$ cat config.mk
export PLATFORM = sky130hd
export DESIGN_NAME = instr_fetch_flat
export DESIGN_NICKNAME = d
export VERILOG_FILES = /design/src/rtl/gpp_pkg.sv /design/src/rtl/instr_fetch_if.sv /design/src/rtl/pc_counter.sv /design/src/rtl/instr_fetch.sv /design/src/flat_wrapper.sv
export SDC_FILE = /design/constraint.sdc
export NUM_CORES = 1
export LEC_CHECK = 0
export CORE_UTILIZATION = 51
export DETAILED_ROUTE_END_ITERATION = 8
export GPL_ROUTABILITY_DRIVEN = 0
export GPL_TIMING_DRIVEN = 1
export HOLD_SLACK_MARGIN = 0.08
export PLACE_DENSITY = 0.85
export SLEW_MARGIN = 15
export SYNTH_ARGS = -nofsm -noshare
export SYNTH_HDL_FRONTEND = slang
export SYNTH_SLANG_ARGS = --single-unit
$ cat constraint.sdc
create_clock -name clk -period 2.7 [get_ports clk]
set_input_delay 0.54 -clock clk [delete_from_list [all_inputs] [get_ports clk]]
set_output_delay 0.54 -clock clk [all_outputs]
set_load 0.01 [all_outputs]
$ cat src/rtl/gpp_pkg.sv
// Shared definitions for the instruction-fetch slice.
//   ADDR_W / INSTR_W / OPC_W : address, instruction word and opcode widths
//   HALT_OP                  : default opcode that stops fetching
//   fetch_state_e            : fetch FSM states
//   ir_opcode()              : opcode field extraction from an instruction word
package gpp_pkg;

  localparam int ADDR_W  = 10;
  localparam int INSTR_W = 16;
  localparam int OPC_W   = 6;
  localparam int IMM_W   = 9;

  localparam logic [OPC_W-1:0] HALT_OP = 6'b111111;

  typedef enum logic [1:0] {
    IDLE = 2'd0,
    REQ  = 2'd1,
    HOLD = 2'd2,
    STOP = 2'd3
  } fetch_state_e;

  function automatic logic [OPC_W-1:0] ir_opcode(input logic [INSTR_W-1:0] ir);
    return ir[INSTR_W-1 -: OPC_W];
  endfunction

endpackage

$ cat src/rtl/instr_fetch_if.sv
// Bundle of the fetch unit's memory-side and control-unit-side signals.
//   mem_req/mem_addr  -> instruction memory read request and word address
//   mem_ack/mem_rdata <- read completion and instruction word
//   opcode/reg_sel/imm/ir_valid -> decoded instruction register to control unit
//   ir_ready          <- control unit consumes the instruction
//   br_taken/br_target <- single-cycle redirect from control unit
// master: the fetch unit. slave: memory + control unit (or a testbench).
interface instr_fetch_if;
  import gpp_pkg::*;

  logic               mem_req;
  logic [ADDR_W-1:0]  mem_addr;
  logic               mem_ack;
  logic [INSTR_W-1:0] mem_rdata;
  logic [OPC_W-1:0]   opcode;
  logic               reg_sel;
  logic [IMM_W-1:0]   imm;
  logic               ir_valid;
  logic               ir_ready;
  logic               br_taken;
  logic [ADDR_W-1:0]  br_target;

  modport master (
    output mem_req, mem_addr, opcode, reg_sel, imm, ir_valid,
    input  mem_ack, mem_rdata, ir_ready, br_taken, br_target
  );

  modport slave (
    input  mem_req, mem_addr, opcode, reg_sel, imm, ir_valid,
    output mem_ack, mem_rdata, ir_ready, br_taken, br_target
  );

endinterface

$ cat src/rtl/pc_counter.sv
// Program counter: loadable, incrementing, wraps silently at the top of the
// address space.
//   clk, rst     : clock, asynchronous active-high reset (PC -> 0)
//   load_i       : load load_val_i this cycle (takes priority over inc_i)
//   load_val_i   : value to load
//   inc_i        : advance PC by one
//   pc_o         : current PC
module pc_counter
  import gpp_pkg::*;
(
  input  logic              clk,
  input  logic              rst,
  input  logic              load_i,
  input  logic [ADDR_W-1:0] load_val_i,
  input  logic              inc_i,
  output logic [ADDR_W-1:0] pc_o
);

  logic [ADDR_W-1:0] pc_q;
  logic [ADDR_W-1:0] pc_d;

  // NOTE: every always_comb output gets a default first so no path can infer a latch.
  always_comb begin
    pc_d = pc_q;
    if (load_i) begin
      pc_d = load_val_i;
    end else if (inc_i) begin
      pc_d = pc_q + ADDR_W'(1);  // natural 10-bit wrap 3FF -> 000
    end
  end

  // NOTE: sequential state uses non-blocking assignments so all registers update together.
  always_ff @(posedge clk or posedge rst) begin
    if (rst) begin
      pc_q <= '0;
    end else begin
      pc_q <= pc_d;
    end
  end

  assign pc_o = pc_q;

endmodule

$ cat src/rtl/instr_fetch.sv
// Instruction fetch unit: reads one instruction word per request from the
// instruction memory, holds it in the IR until the control unit takes it, and
// follows single-cycle branch redirects from the control unit.
//   clk, rst : clock, asynchronous active-high reset
//   bus      : instr_fetch_if.master (memory request/response, decoded IR,
//              ir_ready handshake, br_taken/br_target redirect)
//   HALT_OP  : opcode that parks the unit in STOP once consumed
module instr_fetch
  import gpp_pkg::*;
#(
  parameter logic [OPC_W-1:0] HALT_OP = gpp_pkg::HALT_OP
) (
  input  logic                 clk,
  input  logic                 rst,
  instr_fetch_if.master        bus
);

  fetch_state_e       state_q;
  logic [INSTR_W-1:0] ir_q;
  logic               pend_q;       // redirect arrived while a read was outstanding
  logic [ADDR_W-1:0]  pend_tgt_q;
  logic               mem_req_q;
  logic               ir_valid_q;

  logic               pc_load;
  logic [ADDR_W-1:0]  pc_load_val;
  logic               pc_inc;
  logic [ADDR_W-1:0]  pc;

  pc_counter u_pc (
    .clk        (clk),
    .rst        (rst),
    .load_i     (pc_load),
    .load_val_i (pc_load_val),
    .inc_i      (pc_inc),
    .pc_o       (pc)
  );

  // PC control. The outstanding read keeps using the old PC until it is
  // acknowledged; only then is a pending (or same-cycle) redirect applied.
  // A live br_taken beats an older pending target.
  always_comb begin
    pc_load     = 1'b0;
    pc_load_val = bus.br_target;
    pc_inc      = 1'b0;
    unique case (state_q)
      IDLE, HOLD, STOP: pc_load = bus.br_taken;
      REQ: begin
        if (bus.mem_ack) begin
          if (bus.br_taken) begin
            pc_load = 1'b1;
          end else if (pend_q) begin
            pc_load     = 1'b1;
            pc_load_val = pend_tgt_q;
          end else begin
            pc_inc = 1'b1;
          end
        end
      end
      default: ;
    endcase
  end

  always_ff @(posedge clk or posedge rst) begin
    if (rst) begin
      state_q    <= IDLE;
      ir_q       <= '0;
      pend_q     <= 1'b0;
      pend_tgt_q <= '0;
      mem_req_q  <= 1'b0;
      ir_valid_q <= 1'b0;
    end else begin
      unique case (state_q)
        IDLE: begin
          state_q   <= REQ;
          mem_req_q <= 1'b1;
        end
        REQ: begin
          if (bus.mem_ack) begin
            if (bus.br_taken || pend_q) begin
              // Data belongs to the abandoned path: drop it, refetch at target.
              pend_q <= 1'b0;
            end else begin
              ir_q       <= bus.mem_rdata;
              state_q    <= HOLD;
              mem_req_q  <= 1'b0;
              ir_valid_q <= 1'b1;
            end
          end else if (bus.br_taken) begin
            pend_q     <= 1'b1;
            pend_tgt_q <= bus.br_target;
          end
        end
        HOLD: begin
          if (bus.br_taken) begin
            // Branch wins over consumption; the HALT check is skipped.
            state_q    <= REQ;
            mem_req_q  <= 1'b1;
            ir_valid_q <= 1'b0;
          end else if (bus.ir_ready) begin
            ir_valid_q <= 1'b0;
            if (ir_opcode(ir_q) == HALT_OP) begin
              state_q <= STOP;
            end else begin
              state_q   <= REQ;
              mem_req_q <= 1'b1;
            end
          end
        end
        STOP: begin
          if (bus.br_taken) begin
            state_q   <= REQ;
            mem_req_q <= 1'b1;
          end
        end
        default: begin
          state_q    <= IDLE;
          mem_req_q  <= 1'b0;
          ir_valid_q <= 1'b0;
        end
      endcase
    end
  end

  assign bus.mem_req  = mem_req_q;
  assign bus.mem_addr = pc;
  assign bus.ir_valid = ir_valid_q;
  assign bus.opcode   = ir_opcode(ir_q);
  assign bus.reg_sel  = ir_q[IMM_W];
  assign bus.imm      = ir_q[IMM_W-1:0];

endmodule

$ cat src/flat_wrapper.sv
// flat-port wrapper written by rule: the top's interface ports become plain ports
module instr_fetch_flat import gpp_pkg::*;
#(
  parameter logic [OPC_W-1:0] HALT_OP = gpp_pkg::HALT_OP
)
  (clk, rst, bus_mem_req, bus_mem_addr, bus_opcode, bus_reg_sel, bus_imm, bus_ir_valid, bus_mem_ack, bus_mem_rdata, bus_ir_ready, bus_br_taken, bus_br_target);
  instr_fetch_if bus_i ();
  input  logic clk;
  input  logic rst;
  output wire logic [$bits(bus_i.mem_req)-1:0] bus_mem_req;
  output wire logic [$bits(bus_i.mem_addr)-1:0] bus_mem_addr;
  output wire logic [$bits(bus_i.opcode)-1:0] bus_opcode;
  output wire logic [$bits(bus_i.reg_sel)-1:0] bus_reg_sel;
  output wire logic [$bits(bus_i.imm)-1:0] bus_imm;
  output wire logic [$bits(bus_i.ir_valid)-1:0] bus_ir_valid;
  input wire logic [$bits(bus_i.mem_ack)-1:0] bus_mem_ack;
  input wire logic [$bits(bus_i.mem_rdata)-1:0] bus_mem_rdata;
  input wire logic [$bits(bus_i.ir_ready)-1:0] bus_ir_ready;
  input wire logic [$bits(bus_i.br_taken)-1:0] bus_br_taken;
  input wire logic [$bits(bus_i.br_target)-1:0] bus_br_target;
  assign bus_mem_req = bus_i.mem_req;
  assign bus_mem_addr = bus_i.mem_addr;
  assign bus_opcode = bus_i.opcode;
  assign bus_reg_sel = bus_i.reg_sel;
  assign bus_imm = bus_i.imm;
  assign bus_ir_valid = bus_i.ir_valid;
  assign bus_i.mem_ack = bus_mem_ack;
  assign bus_i.mem_rdata = bus_mem_rdata;
  assign bus_i.ir_ready = bus_ir_ready;
  assign bus_i.br_taken = bus_br_taken;
  assign bus_i.br_target = bus_br_target;
  instr_fetch #(.HALT_OP(HALT_OP)) u_core (.clk(clk), .rst(rst), .bus(bus_i));
endmodule
=== After elaboration in Yosys (flattened, before gate mapping) ===
Cells that the tools add are included.

* Reductions and logical operators: 12
* $add $sub $neg: 1
* Bitwise gates (word level): 2
* Multiplexer cells: 35
* Equality and inequality tests: 10

{| class="wikitable"
|+ Operator list
! kind !! count
|-
| $mux W10 || 6
|-
| $mux W1 || 19
|-
| $mux W2 || 6
|-
| $add A10 B1 Y10 const B || 1
|-
| $reduce_and A3 Y1 || 3
|-
| $pmux W2 S4 || 1
|-
| $reduce_and A4 Y1 || 2
|-
| $eq A6 B6 Y1 const B || 1
|-
| $ne A2 B2 Y1 const B || 3
|-
| $ne A3 B3 Y1 const B || 2
|-
| $reduce_bool A2 Y1 || 3
|-
| $reduce_and A5 Y1 || 1
|-
| $eq A2 B2 Y1 const B || 2
|-
| $pmux W1 S2 || 2
|-
| $pmux W1 S4 || 1
|-
| $reduce_or A3 Y1 || 1
|-
| $eq A2 B1 Y1 const B || 1
|-
| $logic_not A2 Y1 || 1
|-
| $ne A2 B1 Y1 const B || 1
|-
| $not A1 Y1 || 2
|-
| $logic_or A1 B1 Y1 || 1
|}

* Input bits: 31
* Register bits after elaboration: 41
* Logic and storage cells: 67
* Output and inout port bits: 28

=== Logic depth before layout (Yosys ltp) ===
* Depth after elaboration: 6
* Mapped depth: 7
* Gate-level depth less buffers: 6

=== Modules after synthesis ===
From an unflattened synthesis, not the netlist that was laid out.

* Cells, all modules: 160
* Area total of the unflattened synthesis: 2,018.2 sq um

{| class="wikitable"
|+ Modules (own cells, without submodules)
! module !! cells an instance !! times used !! sequential area each (sq um) !! area each (sq um)
|-
| instr_fetch || 102 || 1 || 775.7 || 1,470.2
|-
| pc_counter || 58 || 1 || 250.2 || 548.0
|}

=== Worst setup path before layout ===
OpenSTA, ideal clock, no wires.

* Path type: input-to-reg
* Start: input port bus_br_taken
* End: register u_core.ir_q[0]
* Path buffers: 3
* Stages: 6
* Library setup time: 125 ps
* Data required time: 2,575 ps
* Arrival time: 1,669 ps
* Slack: 906 ps
* Cell sequence: buf_4 -> or2_1 -> buf_6 -> nor2_8 -> buf_12 -> mux2_2

* Word-level cells in the longest chain between the ends: 3

{| class="wikitable"
|+ Ends and longest elaborated chain
! item !! RTL line !! RTL
|-
| start: declaration || flat_wrapper.sv:19 || <nowiki>input wire logic [$bits(bus_i.br_taken)-1:0] bus_br_taken;</nowiki>
|-
| $logic_or A1 B1 Y1 || instr_fetch.sv:80 || <nowiki>if (bus.br_taken || pend_q) begin</nowiki>
|-
| $not A1 Y1 (no source line) || - ||
|-
| $reduce_and A3 Y1 (no source line) || - ||
|-
| end signal: assignment || instr_fetch.sv:84 || <nowiki>ir_q <= bus.mem_rdata;</nowiki>
|-
| end: declaration || instr_fetch.sv:19 || <nowiki>logic [INSTR_W-1:0] ir_q;</nowiki>
|}

No other way between the ends.
A chain may end at the register's enable or synchronous reset.

=== Final worst setup path ===
* Start: register u_core.state_q[1]
* End: register u_core.ir_q[7]

* Word-level cells in the longest chain between the ends: 2

{| class="wikitable"
|+ Ends and longest elaborated chain
! item !! RTL line !! RTL
|-
| start: declaration || instr_fetch.sv:18 || <nowiki>fetch_state_e state_q;</nowiki>
|-
| start signal: assignment || instr_fetch.sv:66 || <nowiki>state_q <= IDLE;</nowiki>
|-
| start signal: assignment || instr_fetch.sv:75 || <nowiki>state_q <= REQ;</nowiki>
|-
| start signal: assignment || instr_fetch.sv:85 || <nowiki>state_q <= HOLD;</nowiki>
|-
| $eq A2 B1 Y1 || instr_fetch.sv:73 || <nowiki>unique case (state_q)</nowiki>
|-
| $reduce_and A3 Y1 (no source line) || - ||
|}

No other way between the ends.

==> out/results.ini <==
[status]
status=complete, no violations

[routing]
via_per_inst=5.744
drc_errors=0
drtIter0Drc=116
ant_nets=0
vias=1660
firstDrtPassIters=4
drt_wl_total_um=4498
wl_per_cell_um=15.56

[layout]
fin_util=0.7432
drive_above_1_share=0.1909
fin_area_um2=2803
num-fill-cells=264
finalNetCount=276
syn_to_final_growth_pct=34.94
num_antenna_cells=0
register_area_um2=1026
multiInputGateArea_um2=963.4

[synthesis]
synth_ff_type=dfrtp_1
synth-adder-area-share=0.03012
synth_cell_type_count=39
synth-xor-area-share=0
yosys_warnings=0
synth_area_um2=2077
synthCells=178
postSynthAreaPerCell_um2=11.67
yosysTopAreaCell=dfrtp_1
netlist_top_cells_area=dfrtp_1, mux2_2, a21oi_1, o21ai_0, ha_1
ys_top_cells_by_count=dfrtp_1, mux2_2, a21oi_1, o21ai_0, nand2_1
synth-edff-count=0
synth_compound_area_frac=0.1500
yosysMostFrequentCell=dfrtp_1
synth_top_cell_area_share=0.4940
async_reset_ff_frac=1.000
synth_seq_cells=41
synth_top_family_by_area=multiplexers
yosysSeqAreaShare=0.4940
syn_nets=214
yosys.area_share.simple=0.1181
synth.mux.area_fraction=0.1657

[worst_setup_path]
cp.arrival_ps=2270
critPathLaunchType=flip-flop
end_kind=flip-flop
criticalPathCategory=reg -> reg
r2r_cells=5
r2r-start=u_core.state_q[1]$_DFFE_PP0P_
regToRegSetupSlack_ps=610
cp_max_fo=17
rr_endpoint=u_core.ir_q[7]$_DFFE_PP0P_
required_ps=2880

[die]
rows=22
die_w_um=65.82
initial_core_util=0.5508
die_h_um=65.82
pin_count=59
coreArea_um2=3771
dieArea_um2=4332

[sta]
worst_pin_slew_ps=695.5
skew_ps=9.525
fin_setup_tns_ps=0
drv_slew=0
setup_violations=0
min_period_over_period=0.7733
rsz0062_at_grt=false
max_freq_mhz=479.0
fin_ws_ps=612.1
finalCriticalPeriod_ps=2088
slew_headroom=0.5231
finalHoldViolCount=0

[power]
combPwrFrac=0.443
p_sw_mw=1.098
power_frac_clock=0.166
leakagePower_nw=1.149
p_sw_frac=0.3524
p_seq_frac=0.391
peakVddDrop_mv=0.6989
p_per_area_nw_per_um2=1111
power.internal_mw=2.017

[clocking]
path_clk_slew_ps=80
tritoncts=yes
post_cts_resized=0
cts_htree_levels=2
cts.path.max_buffers=2
post_cts_buffers=0
clock_latency_ps=300
cts_buffers=5
cts_sinks=41
postCtsHoldBufs=0
cts_root_buf=clkbuf_8

[global_routing]
antenna_found_initial=0
grt_first_pass_wirelength_um=7493
grt_usage=0.2313
grt_pass1_vias=1620
grt_max_degree=42
grt-ovfl-total=0

[hold_path]
hold_depth=2
hold_start=u_core.bus.ir_valid$_DFFE_PP0P_
hold_class=reg -> reg
whs_endpoint=u_core.bus.ir_valid$_DFFE_PP0P_

[placed_design]
dpl_worst_slack_ps=436.9
hpwl_um=3204
place_area_um2=2683
io_buffers=58

[flow_run]
maxCapViolations=0

[placed cells by master, fill, tap and decap left out, types with 2 or more instances in the layout]
cell type,n
o22ai_1,3
nor3_1,2
clkdlybuf4s50_1,58
nor4_1,2
mux2_2,27
a21oi_1,13
ha_1,5
clkbuf_8,6
mux2i_1,4
a221oi_1,2
dfrtp_1,41
nand3_1,3
a31oi_1,2
o21ai_0,13
inv_1,6
nor2_1,7
nand2_1,8
or2_2,2
o31ai_1,7
buf_4,4
nand2b_1,3
nor2_8,2
nand4_1,4
[state kept, by name (all words and copies together) (netlist names)]
| signal | flops |
|---|---|
| u_core.pend_q | 1 |
| u_core.pend_tgt_q | 10 |
| u_core.bus.mem_req | 1 |
| u_core.state_q | 2 |
| u_core.u_pc.pc_o | 10 |
| u_core.ir_q | 16 |
| u_core.bus.ir_valid | 1 |
[critical path, cell delays in order, from the launching register on]
cell and delay [ps]:
dfrtp_1 420, inv_1 90, ha_1 430, nand2_1 290, nor2_8 340, mux2_2 380
[power by group through the flow]
stage,Sequential [mW],Combinational (mW),Clock [mW]
2_1_floorplan,1.24,0.732,0
3_3_place_gp,1.21,1.36,0
3_5_place_dp,1.22,1.38,0
4_1_cts,1.22,1.39,0.524
5_1_grt,1.26,1.51,0.551
6_report,1.22,1.38,0.516
[through the flow]
stage	hold slack (ps)	total power, mW	std cells
6_report	507.0	3.114	289
2_1_floorplan	478.3	1.975	178
5_1_grt	527.7	3.320	289
4_1_cts	512.4	3.134	289
3_3_place_gp	485.4	2.566	281
3_5_place_dp	494.6	2.599	281
[routing by layer]
metal / GRT usage / routed length, µm / vias to the layer above
met5: 0 / 0 / -
met4: 0.05163 / 40 / 0
met3: 0.07241 / 342 / 5
met2: 0.3673 / 2183 / 59
met1: 0.3087 / 1930 / 810
li1: - / - / 786
[area by class of cell]
cell class	count	area share
Clock inverter	2	0.01339
Clock buffer	6	0.02946
Sequential cell	41	0.3661
Timing Repair Buffer	62	0.2179
Multi-Input combinational cell	124	0.3437
Tap cell	48	0.02143
Inverter	6	0.008036
[cell families after synthesis]
group	count (synthesis)
AO/OA/AOI/OAI	49
flip-flops	41
AND/OR/NAND/NOR	39
multiplexers	31
buffers and inverters	13
adder cells (fa/ha/maj)	5
[worst max path at each step]
stage / startpoint / to / slack, ps / cells after the start
after floorplan: bus_br_taken / u_core.ir_q[0]$_DFFE_PP0P_ / 910 / 6
after global placement: bus_br_taken / u_core.ir_q[6]$_DFFE_PP0P_ / 470 / 4
after detailed placement: bus_mem_ack / u_core.ir_q[7]$_DFFE_PP0P_ / 440 / 4
after CTS: u_core.state_q[1]$_DFFE_PP0P_ / u_core.ir_q[7]$_DFFE_PP0P_ / 590 / 5
after global routing: u_core.state_q[1]$_DFFE_PP0P_ / u_core.ir_q[7]$_DFFE_PP0P_ / 440 / 5
final: u_core.state_q[1]$_DFFE_PP0P_ / u_core.ir_q[7]$_DFFE_PP0P_ / 610 / 5
Note: power is estimated with default switching activity, not from simulation.
